--- config.mk ---
export PLATFORM = sky130hd
export DESIGN_NAME = crc_serial_stream
export DESIGN_NICKNAME = d
export VERILOG_FILES = /design/src/rtl/crc_serial_stream.sv
export SDC_FILE = /design/constraint.sdc
export NUM_CORES = 1
export LEC_CHECK = 0
export CAP_MARGIN = 10
export CORE_UTILIZATION = 25
export DETAILED_ROUTE_END_ITERATION = 8
export PLACE_DENSITY_LB_ADDON = 0.15
export SKIP_LAST_GASP = 1
export SYNTH_ARGS = -nofsm -noshare
export SYNTH_HDL_FRONTEND = slang
export SYNTH_SLANG_ARGS = --single-unit
--- constraint.sdc ---
create_clock -name clk -period 3.7 [get_ports clk]
set_input_delay 1.11 -clock clk [delete_from_list [all_inputs] [get_ports clk]]
set_output_delay 1.11 -clock clk [all_outputs]
set_load 0.05 [all_outputs]
--- src/rtl/crc_serial_stream.sv ---
// Bit-serial CRC engine: shifts valid/ready words MSB-first, one bit per clock,
// and strobes the final (XOR_OUT applied) CRC when a word marked last completes.
module crc_serial_stream #(
  parameter int                 CRC_W   = 16,
  parameter logic [CRC_W-1:0]   POLY    = 16'h1021,
  parameter logic [CRC_W-1:0]   INIT    = '0,
  parameter logic [CRC_W-1:0]   XOR_OUT = '0,
  parameter int                 DATA_W  = 32
) (
  input  logic              clk,
  input  logic              rst_n,
  input  logic              clear,
  input  logic              in_valid,
  output logic              in_ready,
  input  logic [DATA_W-1:0] in_data,
  input  logic              in_last,
  output logic [CRC_W-1:0]  crc_out,
  output logic              crc_valid,
  output logic              busy
);

  localparam int CNT_W = (DATA_W > 1) ? $clog2(DATA_W) : 1;

  localparam logic [0:0] S_IDLE  = 1'b0;
  localparam logic [0:0] S_SHIFT = 1'b1;

  localparam logic [CNT_W-1:0] CNT_TOP = CNT_W'(DATA_W - 1);

  logic [0:0]        state_q, state_d;
  logic [CRC_W-1:0]  crc_q, crc_d;
  logic [DATA_W-1:0] sh_q, sh_d;
  logic [CNT_W-1:0]  cnt_q, cnt_d;
  logic              last_q, last_d;
  logic [CRC_W-1:0]  out_q, out_d;
  logic              vld_q, vld_d;

  logic              fb;
  logic [CRC_W-1:0]  crc_nx;

  // One LFSR step: feedback is the CRC MSB mixed with the next message bit
  always_comb begin
    fb     = crc_q[CRC_W-1] ^ sh_q[DATA_W-1];
    crc_nx = {crc_q[CRC_W-2:0], 1'b0} ^ (fb ? POLY : '0);
  end

  // Next-state: accept in IDLE, shift in SHIFT; clear wins over both
  always_comb begin
    state_d = state_q;
    crc_d   = crc_q;
    sh_d    = sh_q;
    cnt_d   = cnt_q;
    last_d  = last_q;
    out_d   = out_q;
    vld_d   = 1'b0;
    if (clear) begin
      state_d = S_IDLE;
      crc_d   = INIT;
      last_d  = 1'b0;
    end else begin
      unique case (1'b1)
        (state_q == S_IDLE): begin
          if (in_valid) begin
            sh_d    = in_data;
            last_d  = in_last;
            cnt_d   = CNT_TOP;
            state_d = S_SHIFT;
          end
        end
        (state_q == S_SHIFT): begin
          crc_d = crc_nx;
          sh_d  = sh_q << 1;
          cnt_d = cnt_q - 1'b1;
          if (cnt_q == '0) begin
            state_d = S_IDLE;
            if (last_q) begin
              out_d  = crc_nx ^ XOR_OUT;
              vld_d  = 1'b1;
              crc_d  = INIT;
              last_d = 1'b0;
            end
          end
        end
        default: ;
      endcase
    end
  end

  // State registers with synchronous active-low reset
  always_ff @(posedge clk) begin
    if (!rst_n) begin
      state_q <= S_IDLE;
      crc_q   <= INIT;
      sh_q    <= '0;
      cnt_q   <= '0;
      last_q  <= 1'b0;
      out_q   <= '0;
      vld_q   <= 1'b0;
    end else begin
      state_q <= state_d;
      crc_q   <= crc_d;
      sh_q    <= sh_d;
      cnt_q   <= cnt_d;
      last_q  <= last_d;
      out_q   <= out_d;
      vld_q   <= vld_d;
    end
  end

  assign in_ready  = (state_q == S_IDLE);
  assign busy      = (state_q == S_SHIFT);
  assign crc_out   = out_q;
  assign crc_valid = vld_q;

endmodule

==> run summary <==
CP max FO: 19
Max_cap viols: 0
Post-route cell area: 0.004069 mm²
Diodes inserted: 0
Max-slew headroom: 0.3731
Hold Violations, Final: 0
Chip Height: 113.4 µm
Crit path cell chain: clkinv_1, buf_4, clkdlybuf4s50_1
Number of global-route vias before repair: 2,517
# hold bufs at CTS: 0
# setup viols final: 0
P_leak: 0.001364 µW
RSZ-0062 raised after global routing: false
Largest net degree at the start of global routing: 68
Tightest Pin Transition: 0.9363 ns
Syn_area_per_cell: 9.263 µm²
Synth Register Bits: 72
Async SR Flop Fraction: 0
Fmax: 0.3447 GHz
Longest Clk Path Bufs: 2
Switching power: 457.6 µW
Worst Setup Start Kind: flip-flop
Routability Congestion: 0.7135
Primary FF master, synth: dfxtp_1
Reg2reg setup slack: 1.42 ns
Worst path max stage delay: 0.86 ns
Dpl cells: 534
DR vias/cell: 4.696
Post-synth EDFFs: 0
Nets: 415
Root Buffer: clkbuf_16
Yosys warns: 0
Wire length of the first global-routing pass: 12.78 mm
Fillers: 1,269
Detailed Route WL: 7.637 mm
Reg2reg end: crc_out[12]
Power per Cell Area: 465.8 mW/mm²
Worst Setup EP: in_ready
Via Count: 2,578
Setup bufs post-CTS: 0
TritonCTS Buffers: 9
Register-to-Register Path Depth: 4
Row count: 40
Port bufs: 55
TritonRoute pass-1 iters: 4
Mapped cell area: 0.003103 mm²
Core area: 0.01206 mm²
Area grow syn2layout: 31.13%
Final Max Tran Viols: 0
Worst Setup SP: busy
Worst hold slack: 0.4706 ns
Tmin final: 2.901 ns
Die width: 113.4 µm
TritonCTS clock tree: built
Status: complete, no violations
Worst path slowest cell: clkdlybuf4s50_1
Crit Reg-Reg Startpoint: busy
Seq/Total Area, Yosys: 0.4645
Sw Ratio: 0.2414
Num ports: 56
Routed len/inst: 13.91 µm
Sequential Power Share: 0.438
Initial antenna violation count: 0
Clk_skew: 0.004513 ns
Antenna viol nets, final: 0
Multi-input logic area: 0.001485 mm²
Share of layout cells above drive strength 1: 0.08661
Worst hold path type: flip-flop to flip-flop
Number of H-tree levels: 3
Critical Path RT: 2.59 ns
Gr ovfl total: 0
P_int: 1438 µW
Final Cycle Share: 0.7841
Crit Path Class: flip-flop to output pin
GRT Total Usage: 0.1281
Post-DP HPWL: 4.792 mm
Register area: 0.001443 mm²
Number of DRC markers in iteration 0: 124
Top delay family on crit path: buffers and inverters
Clk Latency, worst-skew pair: 0.33 ns
Cts repair resizes: 0
Synth cell types: 34
Final setup TNS: 0 ns
Initial Util: 0.2573
Logic pwr share: 0.114
Peak VDD IR: 0.1525 mV
CP Data Arrival Time: 1.79 ns
Area post-placement: 0.003781 mm²
Clock Sinks: 72
Clock share of power: 0.449
Fin cells: 549
Post-Syn Nets: 373
Critical Path Stages: 3
Die area: 0.01286 mm²
Reg clk slew, reported paths: 0.05 ns
Crit path buf inv count: 3
Cell count after synthesis: 335
DRC: 0
Worst setup EP type: output pin
==> synthesized netlist by cell type, drive strengths merged (2+ instances only) <==
cell,n,area (µm²)
a211oi,34,255.2
a21oi,33,165.2
and3b,2,17.52
buf,18,105.1
clkbuf,11,41.29
dfxtp,72,1441
inv,7,26.28
mux2i,33,330.3
nand2,18,67.56
nand2b,3,18.77
nand3,15,75.07
nand3b,2,15.01
nor2,36,135.1
nor3,3,20.02
o211ai,14,145.1
o21ai,18,90.08
o22ai,2,12.51
o32ai,2,17.52
xnor2,2,17.52
==> power by group through the flow <==
stage,sequential [µW],clock [µW],combinational [µW]
final,829,851,215
after global routing,835,912,239
after detailed placement,846,0,219
after floorplan,843,0,149
after global placement,846,0,216
after CTS,830,878,219
==> routing by layer <==
metal,wire length [µm],global-route usage,share of wire,up-vias
met4,87,0.04737,0.011,0
met2,3550,0.2115,0.46,58
met1,3661,0.1577,0.48,1213
li1,-,-,-,1299
met5,0,0,0,-
met3,339,0.03826,0.044,8
==> registers in the layout, summed over array words and instances, names as in the netlist <==
| signal | count |
|---|---|
| cnt_q | 5 |
| last_q | 1 |
| crc_out | 16 |
| busy | 1 |
| crc_valid | 1 |
| crc_q | 16 |
| sh_q | 32 |
==> cell families after synthesis <==
| family | after synthesis | synth area share |
|---|---|---|
| DFF | 72 | 0.4645 |
| adders and majority gates | 1 | 0.004032 |
| and+or+nand+nor | 83 | 0.1290 |
| muxes | 34 | 0.1101 |
| xor gates and xnor gates | 3 | 0.008469 |
| AOI/OAI and AO/OA | 105 | 0.2270 |
| buffers and inverters | 37 | 0.05686 |
==> layout make-up <==
type	count	share of cell area
Clock inverter	4	0.01107
Sequential cell	72	0.3546
Clock buffer	11	0.05966
Inverter	8	0.007380
Tap cell	168	0.05166
Multi-Input combinational cell	226	0.3650
Timing Repair Buffer	60	0.1507
==> placed cells by master (no fill, tap or decap), types with 2 or more instances in the layout <==
| master | instances |
|---|---|
| a211oi_1 | 34 |
| a21oi_1 | 33 |
| and3b_1 | 2 |
| buf_12 | 2 |
| buf_4 | 3 |
| clkbuf_16 | 9 |
| clkdlybuf4s50_1 | 55 |
| clkinv_2 | 3 |
| dfxtp_1 | 71 |
| inv_1 | 7 |
| mux2i_1 | 33 |
| nand2_1 | 18 |
| nand2b_1 | 3 |
| nand3_1 | 15 |
| nand3b_1 | 2 |
| nor2_1 | 36 |
| nor3_1 | 2 |
| o211ai_1 | 6 |
| o211ai_2 | 8 |
| o21ai_0 | 5 |
| o21ai_1 | 13 |
| o22ai_1 | 2 |
| o32ai_1 | 2 |
| xnor2_1 | 2 |
==> worst min-delay path, stage by stage (launching register included) <==
cell,delay [ns]
dfxtp_1,0.31
nand2_1,0.05
a21oi_1,0.05
==> worst min path at each step <==
stage | slack [ns] | endpoint | cells past startpoint | startpoint
finish | 0.47 | crc_q[15] | 2 | crc_q[15]
global placement | 0.46 | crc_q[15] | 2 | crc_q[15]
global route | 0.50 | crc_q[11] | 2 | crc_q[11]
floorplan | 0.44 | sh_q[0] | 2 | sh_q[0]
detailed placement | 0.47 | crc_q[15] | 2 | crc_q[15]
CTS | 0.48 | crc_q[15] | 2 | crc_q[15]
==> stage by stage <==
step,util,setup slack [ns],power [µW]
floorplan,-,1.044,992.4
global placement,0.3135,0.8677,1062
detailed placement,0.3135,0.8218,1065
CTS,0.3373,0.7768,1927
global route,0.3373,0.7214,1985
finish,0.3373,0.7990,1895
(Power assumes the default switching activity.)
